$ cat src/rtl/ps2_scan_receiver.sv
// ps2_scan_receiver
//   Receives PS/2 keyboard frames and hands make-code bytes to the input register.
//   Each byte is held until the control path acknowledges it.
//   Overrun, parity, stop-bit and timeout errors are reported as one-cycle pulses.
//
// Ports
//   clk                 system clock; every register updates on the rising edge
//   reset               asynchronous, active-low reset
//   ps2c, ps2d          PS/2 clock and data pins, asynchronous to clk
//   ack                 one-cycle pulse: keyboard_input has been consumed
//   keyboard_input      last delivered scan code
//   input_arrived_flag  high while keyboard_input holds an unacknowledged byte
//   overrun             one-cycle pulse: a good byte was dropped because the holding register was full
//   frame_err           one-cycle pulse: parity error, stop-bit error or timeout
module ps2_scan_receiver #(
    parameter int FILTER_LEN     = 8,
    parameter int TIMEOUT_CYCLES = 25000,
    parameter bit SUPPRESS_BREAK = 1'b1
) (
    input  logic       clk,
    input  logic       reset,
    input  logic       ps2c,
    input  logic       ps2d,
    input  logic       ack,
    output logic [7:0] keyboard_input,
    output logic       input_arrived_flag,
    output logic       overrun,
    output logic       frame_err
);

    localparam int TW = $clog2(TIMEOUT_CYCLES + 1);

    typedef enum logic [1:0] {IDLE, DATA, PARITY, STOP} state_t;

    logic          c_s1, c_s2, d_s1, d_s2;
    logic          ps2c_f, ps2c_fd;
    logic [3:0]    filt_cnt;
    logic          strobe;
    state_t        state;
    logic [2:0]    bitcnt;
    logic [7:0]    shreg;
    logic          par_bit;
    logic [TW-1:0] tcnt;
    logic          break_pending;
    logic          frame_good;

    // Synchronizers and clock glitch filter. Both pins idle high.
    // The filtered clock follows the synchronized clock only after FILTER_LEN
    // consecutive samples that disagree with its current value.
    always_ff @(posedge clk or negedge reset) begin
        if (!reset) begin
            c_s1     <= 1'b1;
            c_s2     <= 1'b1;
            d_s1     <= 1'b1;
            d_s2     <= 1'b1;
            ps2c_f   <= 1'b1;
            ps2c_fd  <= 1'b1;
            filt_cnt <= '0;
        end else begin
            c_s1    <= ps2c;
            c_s2    <= c_s1;
            d_s1    <= ps2d;
            d_s2    <= d_s1;
            ps2c_fd <= ps2c_f;
            if (c_s2 == ps2c_f) begin
                filt_cnt <= '0;
            end else if (filt_cnt == 4'(FILTER_LEN - 1)) begin
                ps2c_f   <= c_s2;
                filt_cnt <= '0;
            end else begin
                filt_cnt <= filt_cnt + 1'b1;
            end
        end
    end

    // Bit strobe: falling edge of the filtered clock.
    assign strobe = ps2c_fd & ~ps2c_f;

    // Odd parity across data + parity bit, and a high stop bit sampled now.
    assign frame_good = (^{shreg, par_bit}) & d_s2;

    always_ff @(posedge clk or negedge reset) begin
        if (!reset) begin
            state              <= IDLE;
            bitcnt             <= '0;
            shreg              <= '0;
            par_bit            <= 1'b0;
            tcnt               <= '0;
            break_pending      <= 1'b0;
            keyboard_input     <= '0;
            input_arrived_flag <= 1'b0;
            overrun            <= 1'b0;
            frame_err          <= 1'b0;
        end else begin
            overrun   <= 1'b0;
            frame_err <= 1'b0;
            // Acknowledge clears the flag; a delivery in the same cycle overrides.
            if (ack) input_arrived_flag <= 1'b0;

            case (state)
                IDLE: begin
                    if (strobe && !d_s2) begin
                        state  <= DATA;
                        bitcnt <= '0;
                    end
                end
                DATA: begin
                    if (strobe) begin
                        shreg  <= {d_s2, shreg[7:1]};
                        bitcnt <= bitcnt + 1'b1;
                        if (bitcnt == 3'd7) state <= PARITY;
                    end
                end
                PARITY: begin
                    if (strobe) begin
                        par_bit <= d_s2;
                        state   <= STOP;
                    end
                end
                STOP: begin
                    if (strobe) begin
                        state <= IDLE;
                        if (!frame_good) begin
                            frame_err <= 1'b1;
                        end else if (SUPPRESS_BREAK && break_pending) begin
                            break_pending <= 1'b0;
                        end else if (SUPPRESS_BREAK && shreg == 8'hF0) begin
                            break_pending <= 1'b1;
                        end else if (!input_arrived_flag || ack) begin
                            keyboard_input     <= shreg;
                            input_arrived_flag <= 1'b1;
                        end else begin
                            overrun <= 1'b1;
                        end
                    end
                end
                default: state <= IDLE;
            endcase

            // Frame timeout. Only acts on cycles without a strobe, so a strobe
            // landing on the expiry cycle keeps the frame alive.
            if (state == IDLE || strobe) begin
                tcnt <= '0;
            end else if (tcnt == TW'(TIMEOUT_CYCLES)) begin
                tcnt      <= '0;
                state     <= IDLE;
                frame_err <= 1'b1;
            end else begin
                tcnt <= tcnt + 1'b1;
            end
        end
    end

endmodule

$ cat config.mk
export PLATFORM = sky130hd
export DESIGN_NAME = ps2_scan_receiver
export DESIGN_NICKNAME = d
export VERILOG_FILES = /design/src/rtl/ps2_scan_receiver.sv
export SDC_FILE = /design/constraint.sdc
export NUM_CORES = 1
export LEC_CHECK = 0
export CAP_MARGIN = 10
export CORE_MARGIN = 2
export CORE_UTILIZATION = 25
export DETAILED_ROUTE_END_ITERATION = 10
export GPL_TIMING_DRIVEN = 0
export SETUP_SLACK_MARGIN = 0.02
export SYNTH_ARGS = -nofsm -noshare
export SYNTH_HDL_FRONTEND = slang
export SYNTH_SLANG_ARGS = --single-unit
export TNS_END_PERCENT = 10
$ cat constraint.sdc
create_clock -name clk -period 3.6 [get_ports clk]
set_input_delay 0.54 -clock clk [delete_from_list [all_inputs] [get_ports clk]]
set_output_delay 0.54 -clock clk [all_outputs]
set_load 0.005 [all_outputs]
==> key figures <==
Clocking
  – Total CTS buffers: 5
  – H-tree Lvls: 2
  – Root Buffer: clkbuf_8
  – Clock latency on the worst-skew pair: between 0.3 and 0.4 ns
  – CTS Buffer Depth: 2
  – CTS tree: built
  – Post-CTS Setup Bufs: 0
  – CTS sink cnt: a little over 50
  – Clock-pin slew of the registers on the worst-case setup and hold paths: about 0.1 ns
  – Hold buffer count at cts: 0
  – Post-CTS sizing: 0

Drt
  – Final WL: between 3 and 4 mm
  – Via-per-instance ratio: 4.394
  – Antenna Nets Post-Route: 0
  – Wirelength per Cell: approximately 11 µm
  – Pre-Repair DR Iteration Count: 4
  – DRC: 0
  – Drt initial violations: 75
  – Routed vias: about 1400

Synth
  – Yosys warning total: 0
  – Largest cells by area after synthesis: dfrtp_1 (50%), mux2_2 (10%), dfstp_2 (7.0%)
  – Synth Register Bits: slightly above 50
  – Post-synthesis cell count: roughly 190
  – Post-synthesis net count: about 200
  – Post-synthesis cell type count: 32
  – Syn_area_per_cell: 11.91 µm²
  – Sequential area share after synthesis: 57.35%
  – Synth area leader: dfrtp_1
  – Mapped Area: roughly 2200 µm²
  – Post-synth EDFFs: 0
  – FFs w/ async S/R, synth: 100.0%
  – Most used DFF post-synth: dfrtp_1
  – Top-area cell type share of the netlist area: between 50% and 60%

Die
  – Die Area: between 9000 and 10000 µm²
  – Core outline area: ~8700 µm²
  – Die Ht: 98.63 µm
  – Initial Util: about a quarter
  – IO Count: 16
  – Die width: 98.63 µm
  – Row cnt: 34

Global routing
  – First-pass GRT wire length: a little under 7 mm
  – All-Layer GR Usage: roughly 8.5%
  – Antenna violations before repair: 0
  – Vias in the first global route: between 1000 and 1500
  – Gr ovfl total: 0
  – Largest net degree at the start of global routing: between 40 and 50

Cells and area
  – Commonest non-fill, non-tap cell in the layout: dfrtp_1
  – Nets@finish: ~220
  – Filler instances: 890
  – Most frequent cells in the layout: dfrtp_1 (45), nor2_1 (30), mux2_2 (20)
  – Area growth, synth to finish: 17.66%
  – Layout cells sized above 1: between 10% and 20%
  – Fin area: ~2600 µm²
  – N_diodes: 0
  – Multi-input logic area: 924.6 µm²
  – Seq. cell area: 1284 µm²

Placement
  – Detailed Place HPWL: 2.605 mm
  – Placer Congestion: 0.7038
  – Worst slack, placed: ~1.5 ns
  – Placed instance area: ~2500 µm²
  – Port Buffers: 15

Timing
  – Skew final: about 0.014 ns
  – Final Hold Viols: 0
  – Fin. max-slew vios: 0
  – RSZ-0062 raised after global routing: false
  – Worst hold-check slack: around 0.11 ns
  – Final worst-path cycle share: approximately 58%
  – Least-Margin Pin Slew: ~0.52 ns
  – FMAX: ~480 MHz
  – Setup WS post-layout: 1.514 ns
  – Period minus WS final: 2.086 ns
  – Post-route setup TNS: 0 ns
  – Slew HR: between 60 and 70%
  – Final setup fails: 0

Critical path
  – Nature of the critical path endpoint: register
  – Crit path launch type: register
  – CP arrival: ~2.3 ns
  – Crit path max fanout: 8
  – WP data required: 3.79 ns
  – CP startpoint: shreg[4]$_DFFE_PN0P_
  – R2r startpoint: shreg[4]$_DFFE_PN0P_
  – Crit Path Class: register to register

Power
  – Pint: 905.3 µW
  – Total power: roughly 1.3 mW
  – Combinational share of power: 19.1%
  – Switch Pwr: between 300 and 400 µW
  – P per Cell Area: 488.0 nW/µm²
  – VDD IR max: about 0.16 mV
  – Clk pwr share: between 20% and 30%
  – Net Sw Frac: between 20% and 30%
  – Sequential power share: a little over half
  – P_leak: 1.181 nW

Status
  – Status: finished, final reports clean

Worst hold path
  – HP Class: primary input to asynchronous set/reset pin

Run
  – Max-Cap Viols: 0
metrics by stage:
| stage | cells | utilization (%) |
|---|---|---|
| 6_report | 320 | 30.20 |
| 5_1_grt | 320 | 30.20 |
| 4_1_cts | 320 | 30.20 |
| 3_5_place_dp | 312 | 29.11 |
| 3_3_place_gp | 311 | 28.94 |
| 2_1_floorplan | 188 | - |
layout make-up:
class / instances / share of cell area [%]
Sequential cell: 51 / 48.74
Multi-Input combinational cell: 129 / 35.11
Timing Repair Buffer: 16 / 6.271
Tap cell: 108 / 5.131
Clock buffer: 7 / 3.278
Inverter: 6 / 0.8551
Clock inverter: 1 / 0.3325
Buffer: 2 / 0.2850
registers in the layout (all words and copies together) (netlist names):
signal              count
state                   2
tcnt                   15
keyboard_input          8
shreg                   8
d_s2                    1
bitcnt                  3
frame_err               1
filt_cnt                4
overrun                 1
c_s1                    1
ps2c_fd                 1
input_arrived_flag      1
ps2c_f                  1
c_s2                    1
d_s1                    1
par_bit                 1
break_pending           1
metal layers:
layer | up-vias | global-route usage [%] | share of wire (%)
met5 | - | 0 | 0
met4 | 0 | 3.477 | 1.7
met3 | 5 | 2.908 | 3.6
met2 | 16 | 13.29 | 46
met1 | 704 | 10.85 | 49
li1 | 681 | - | -
worst paths after layout:
kind	endpoint	slack [ns]	cells after the start
setup reg to reg	keyboard_input[2]$_DFFE_PN0P_	1.51	5
hold reg to reg	c_s2$_DFF_PN1_	0.36	0
max in group asynchronous	ps2c_fd$_DFF_PN1_	2.94	2
setup / recovery	keyboard_input[2]$_DFFE_PN0P_	1.51	5
min in group clk	c_s2$_DFF_PN1_	0.36	0
hold / removal	filt_cnt[2]$_DFF_PN0_	0.11	1
synthesized netlist by cell type, drive strengths merged, types with 3 or more instances:
| master | instances |
|---|---|
| nand3 | 9 |
| a21oi | 3 |
| nor3 | 6 |
| dfstp | 6 |
| o21ai | 3 |
| xnor2 | 11 |
| xor2 | 10 |
| nand2 | 10 |
| nand4 | 3 |
| inv | 6 |
| mux2 | 20 |
| nand2b | 3 |
| dfrtp | 45 |
| ha | 5 |
| nor2 | 30 |
critical path: stages, from the launching register on:
cell	delay, ns
dfrtp_1	0.45
xnor2_1	0.19
xnor3_1	0.46
xnor2_2	0.31
nand4b_4	0.24
mux2_2	0.33
logic make-up after synthesis:
group / after synthesis / synth area share [%]
AOI/OAI and AO/OA: 10 / 2.851
xor gates and xnor gates: 22 / 9.558
adders and majority gates: 5 / 2.795
buffers and inverters: 8 / 1.341
DFF: 51 / 57.35
muxes: 20 / 10.06
and+or+nand+nor: 72 / 16.04
power groups by stage:
stage	Combinational, mW	Clock (mW)	Sequential (mW)
2_1_floorplan	0.192	0	0.692
3_3_place_gp	0.241	0	0.705
3_5_place_dp	0.250	0	0.708
4_1_cts	0.253	0.361	0.697
5_1_grt	0.282	0.386	0.707
6_report	0.245	0.345	0.696
Power figures use the tool's default switching activity.
==> RTL change 1, RTL diff (same flow settings) <==
The 4 states of `state_t` get a Gray code encoding in 2 bits.
--- a/src/rtl/ps2_scan_receiver.sv
+++ b/src/rtl/ps2_scan_receiver.sv
@@ -32,3 +32,3 @@
 
-    typedef enum logic [1:0] {IDLE, DATA, PARITY, STOP} state_t;
+    typedef enum logic [1:0] {IDLE = 2'b00, DATA = 2'b01, PARITY = 2'b11, STOP = 2'b10} state_t;
 
Function: no difference found for any inputs over 10 cycles, from zero or initial values and one cycle with reset low; not proved beyond that.
==> RTL change 1 against the unedited design <==
  * Core utilization grew 0.31 points
  * Sequential power increased by 2%
  * Total power increased by 9.5%
  * Routed wire length fell by 2.6%
  * Sequential cell count stayed put
  * Sequential share of layout area fell by 0.25 points
  * Synthesized area about the same
  * Combinational power up 26%
  * Worst setup slack lost 0.090 ns
  * Final area increased by 0.52%
==> RTL change 1: results (changes against the unedited design) <==
* 1st-iter DRT viols at 105 (+40%)
* Cells after Synth at 183 (-2.7%)
* Max Root-Sink Buffers at 2 (unchanged)
* Data arrival, critical path at 2.37 ns (+0.09 ns)
* Setup Buffers After CTS at 0 (unchanged)
* FF-to-FF path depth at 5 (unchanged)
* Largest registers: tcnt x15, keyboard_input x8, shreg x8
* Post-Route WL at 3560 µm (-2.6%)
* Final net count at 216 (-2.3%)
* Synth area leaders: dfrtp_1 (50%), mux2_2 (9.1%), dfstp_2 (7.0%)
* Share of layout cells above drive strength 1 at 17.4% (-1.0 points)
* Max Cap Violations at 0 (unchanged)
* Slew headroom at 56.8% (-8.6 points)
* CTS root buffer: clkbuf_8
* Reg2Reg Setup Slack at 1.42 ns (-0.09 ns)
* Placed Cells at 307 (-1.6%)
* Largest net degree at the start of global routing at 39 (-4.9%)
* Seq/Total Area, Yosys at 57.4% (about the same)
* Tightest Hold Check Type: in -> async
* Vias per cell at 4.41 (+0.36%)
* Most instantiated cells after synthesis: dfrtp_1 (45), nor2_1 (24), mux2_2 (18)
* Crit Path Max Fanout at 8 (unchanged)
* Clock transition at the registers of the reported paths at approximately 0.090 ns
* CTS Buf Count at 5 (unchanged)
* H-tree Lvls at 2 (unchanged)
* FFs w/ async S/R, synth at 100% (unchanged)
* Gpl congestion at 0.736 (+4.5%)
* Routed len/inst at 11.3 µm (-1.1%)
* Initial antenna violation count at 0 (unchanged)
* Pleak at 0.00119 µW (+0.90%)
* Syn nets at 193 (-2.5%)
* Dpl ws at 1.47 ns (-0.0478 ns)
* Number of synthesis warnings at 0 (unchanged)
* Worst VDD drop at 0.000193 V (+18%)
* Clk_skew at 0.0100 ns (-0.00424 ns)
* 1st-pass router iterations at 4 (unchanged)
* GR Util All Layers at 8.25% (-0.26 points)
* Clock Latency Late Sink at 0.31 ns (about the same)
* # diodes at 0 (unchanged)
* Port bufs at 15 (unchanged)
* First-pass GRT wire length at 6610 µm (-2.4%)
* Post-DP HPWL at 2470 µm (-5.0%)
* Crit path to: keyboard_input[1]$_DFFE_PN0P_
* PostCTS Resize Cnt at 0 (unchanged)
* Placed cell areas at 2540 µm² (about the same)
* Post-synth cell types at 33 (+3.1%)
* Status: finished clean
* Fmax at 0.459 GHz (-4.1%)
* Number of global-route vias before repair at 1372 (-7.9%)
* Worst setup path startpoint: ps2c_fd$_DFF_PN1_
[RTL change 1: layout make-up]
class / count / area (µm²)
Fill cell: 896 / 6030
Sequential cell: 51 / 1280
Multi-Input combinational cell: 125 / 927
Timing Repair Buffer: 16 / 165
Tap cell: 108 / 135
Clock buffer: 6 / 72.6
Clock inverter: 2 / 37.5
Inverter: 5 / 18.8
Buffer: 2 / 7.51
[RTL change 1: cell families after synthesis]
family                     Yosys count  synth area share [%]
and+or+nand+nor                     67                  15.5
DFF                                 51                  57.4
AOI/OAI and AO/OA                   13                  3.97
muxes                               18                  9.06
buffers and inverters                7                  1.17
adders and majority gates            5                  2.80
xor gates and xnor gates            22                  10.1
[RTL change 1: critical path, cell delays in order, from the launching register on]
cell	delay, ns
dfstp_2	0.54
and2b_1	0.20
nand2_1	0.11
nor3b_1	0.57
nand4_4	0.31
mux2_2	0.34
[RTL change 1: where the power goes]
part	leakage [µW]	internal (µW)	switching [µW]
Clock	0.0000514	207	184
Sequential	0.000682	644	64.5
Combinational	0.000459	142	166
[RTL change 1: worst min-delay path by stage]
stage                    from                             to  slack (ns)
2_1_floorplan           reset          bitcnt[0]$_DFFE_PN0P_        0.24
3_3_place_gp   d_s1$_DFF_PN1_                 d_s2$_DFF_PN1_        0.35
3_5_place_dp   d_s1$_DFF_PN1_                 d_s2$_DFF_PN1_        0.35
4_1_cts                 reset  keyboard_input[3]$_DFFE_PN0P_        0.12
5_1_grt                 reset  keyboard_input[2]$_DFFE_PN0P_        0.13
6_report                reset  keyboard_input[2]$_DFFE_PN0P_        0.12
[RTL change 1: routing by layer]
layer	routed length (µm)	vias to the layer above	share of wire [%]	global-route usage [%]
met1	1810	691	51	11.2
li1	-	674	-	-
met4	79	0	2.2	3.48
met3	129	6	3.6	2.62
met2	1540	18	43	12.2
met5	0	-	0	0
==> RTL change 2, RTL diff (config.mk and constraints unchanged) <==
Made on the original files. Set the parameter `TIMEOUT_CYCLES` to 12500 (it was 25000).
--- a/src/rtl/ps2_scan_receiver.sv
+++ b/src/rtl/ps2_scan_receiver.sv
@@ -16,3 +16,3 @@
     parameter int FILTER_LEN     = 8,
-    parameter int TIMEOUT_CYCLES = 25000,
+    parameter int TIMEOUT_CYCLES = 12500,
     parameter bit SUPPRESS_BREAK = 1'b1
Behaviour: no difference found for any inputs over 10 cycles, from zero or initial values and one cycle with reset low; that may be too few to reach the edited logic, so the function may still have changed.
==> RTL change 2 against the unedited design <==
  * Routed wire length fell by 4.6%
  * Final area is 0.95% lower
  * Synthesized area fell by 2.1%
  * Sequential cell count down 1
  * Count of clock-buffer cells in the layout unchanged
  * Worst setup slack improved by 0.011 ns
  * Total power rose by 4.0%
  * Synthesized cell count shrank 2.1%
  * Largest cell class unchanged
  * Largest power group unchanged
==> RTL change 2: results (changes against the unedited design) <==
* Seq/Total Area, Yosys at 57.4% (+0.070 points)
* 1st-iter DRT viols at 40 (-47%)
* Worst r2r src: shreg[2]$_DFFE_PN0P_
* Synth Area in XOR/XNOR at 9.36% (-0.20 points)
* Clock Latency Late Sink at ~0.3 ns
* Cell Int Power at 963 µW (+6.4%)
* Slowest stage cell, crit path: xnor3_1
* Tightest Hold Check Type: in -> async
* Mux cell area share after synthesis at 10.3% (+0.21 points)
* GR Util All Layers at 8.10% (-0.42 points)
* Largest net degree at the start of global routing at 28 (-32%)
* Largest registers: tcnt x14, keyboard_input x8, shreg x8
* Final net count at 217 (-1.8%)
* First-pass GRT wire length at 6300 µm (-7.0%)
* Worst VDD drop at 0.000146 V (-11%)
* Post-DP HPWL at 2510 µm (-3.8%)
* Synth Area in Compound Gates at 2.91% (+0.060 points)
* Most instantiated cells after synthesis: dfrtp_1 (44), nor2_1 (29), mux2_2 (20)
* Gpl congestion at 0.808 (+15%)
* FF-to-FF End: keyboard_input[5]$_DFFE_PN0P_
* Slew headroom at 62.5% (-2.9 points)
* Routed len/inst at 11.0 µm (-3.4%)
* Number of synthesis warnings at 0 (unchanged)
* Cells after Synth at 184 (-2.1%)
* Dpl ws at 1.55 ns (+0.0313 ns)
* Placed Cells at 308 (-1.3%)
* Syn nets at 194 (-2.0%)
* Clk_skew at 0.0110 ns (-0.00320 ns)
* Seq pwr at 687 µW (-1%)
* Grt ovf at 0 (unchanged)
* Synth area leaders: dfrtp_1 (50%), mux2_2 (10%), dfstp_2 (7.2%)
* Pleak at 0.00118 µW (-0.12%)
* Status: finished clean
* Post-synthesis adder-cell area fraction at 2.85% (+0.059 points)
* Vias per cell at 4.32 (-1.8%)
* Share of layout cells above drive strength 1 at 17.8% (-0.61 points)
* WHS at 0.224 ns (+0.119 ns)
* Data arrival, critical path at 2.26 ns (-0.02 ns)
* Post-Route WL at 3490 µm (-4.6%)
* Post-synth cell types at 30 (-6.3%)
-- RTL change 2: cell families after synthesis --
kind of cell | after synthesis
XOR/XNOR | 21
AND/OR/NAND/NOR | 70
adder cells (fa/ha/maj) | 5
flip-flops | 50
AO/OA/AOI/OAI | 10
buffers and inverters | 8
multiplexers | 20
-- RTL change 2: final cells by class --
class / instances / area, µm²
well taps: 108 / 135
inverters: 6 / 22.5
flip-flops and latches: 50 / 1260
multi-input cells: 126 / 903
repair buffers: 16 / 165
fillers: 884 / 5980
clock buffers: 7 / 86.3
plain buffers: 2 / 7.51
clock inverters: 1 / 30.0
-- RTL change 2: layer usage --
layer / up-vias / GRT usage, % / wire length, µm
li1: 669 / - / -
met1: 676 / 10.3 / 1730
met2: 15 / 12.7 / 1600
met3: 4 / 2.59 / 115
met4: 0 / 3.53 / 51
met5: - / 0 / 0
-- RTL change 2: worst max path at each step --
stage | start | endpoint | slack [ns] | cells past startpoint
finish | shreg[2]$_DFFE_PN0P_ | keyboard_input[5]$_DFFE_PN0P_ | 1.52 | 5
global route | shreg[2]$_DFFE_PN0P_ | keyboard_input[7]$_DFFE_PN0P_ | 1.41 | 5
CTS | shreg[2]$_DFFE_PN0P_ | keyboard_input[6]$_DFFE_PN0P_ | 1.52 | 5
detailed placement | shreg[2]$_DFFE_PN0P_ | keyboard_input[5]$_DFFE_PN0P_ | 1.55 | 5
global placement | reset | keyboard_input[0]$_DFFE_PN0P_ | 0.52 | 1
floorplan | shreg[2]$_DFFE_PN0P_ | keyboard_input[0]$_DFFE_PN0P_ | 1.75 | 5
-- RTL change 2: per-stage QoR --
step	cell area, µm²	power (µW)
floorplan	2190	877
global placement	2480	939
detailed placement	2490	949
CTS	2610	1360
global route	2610	1420
finish	2610	1340
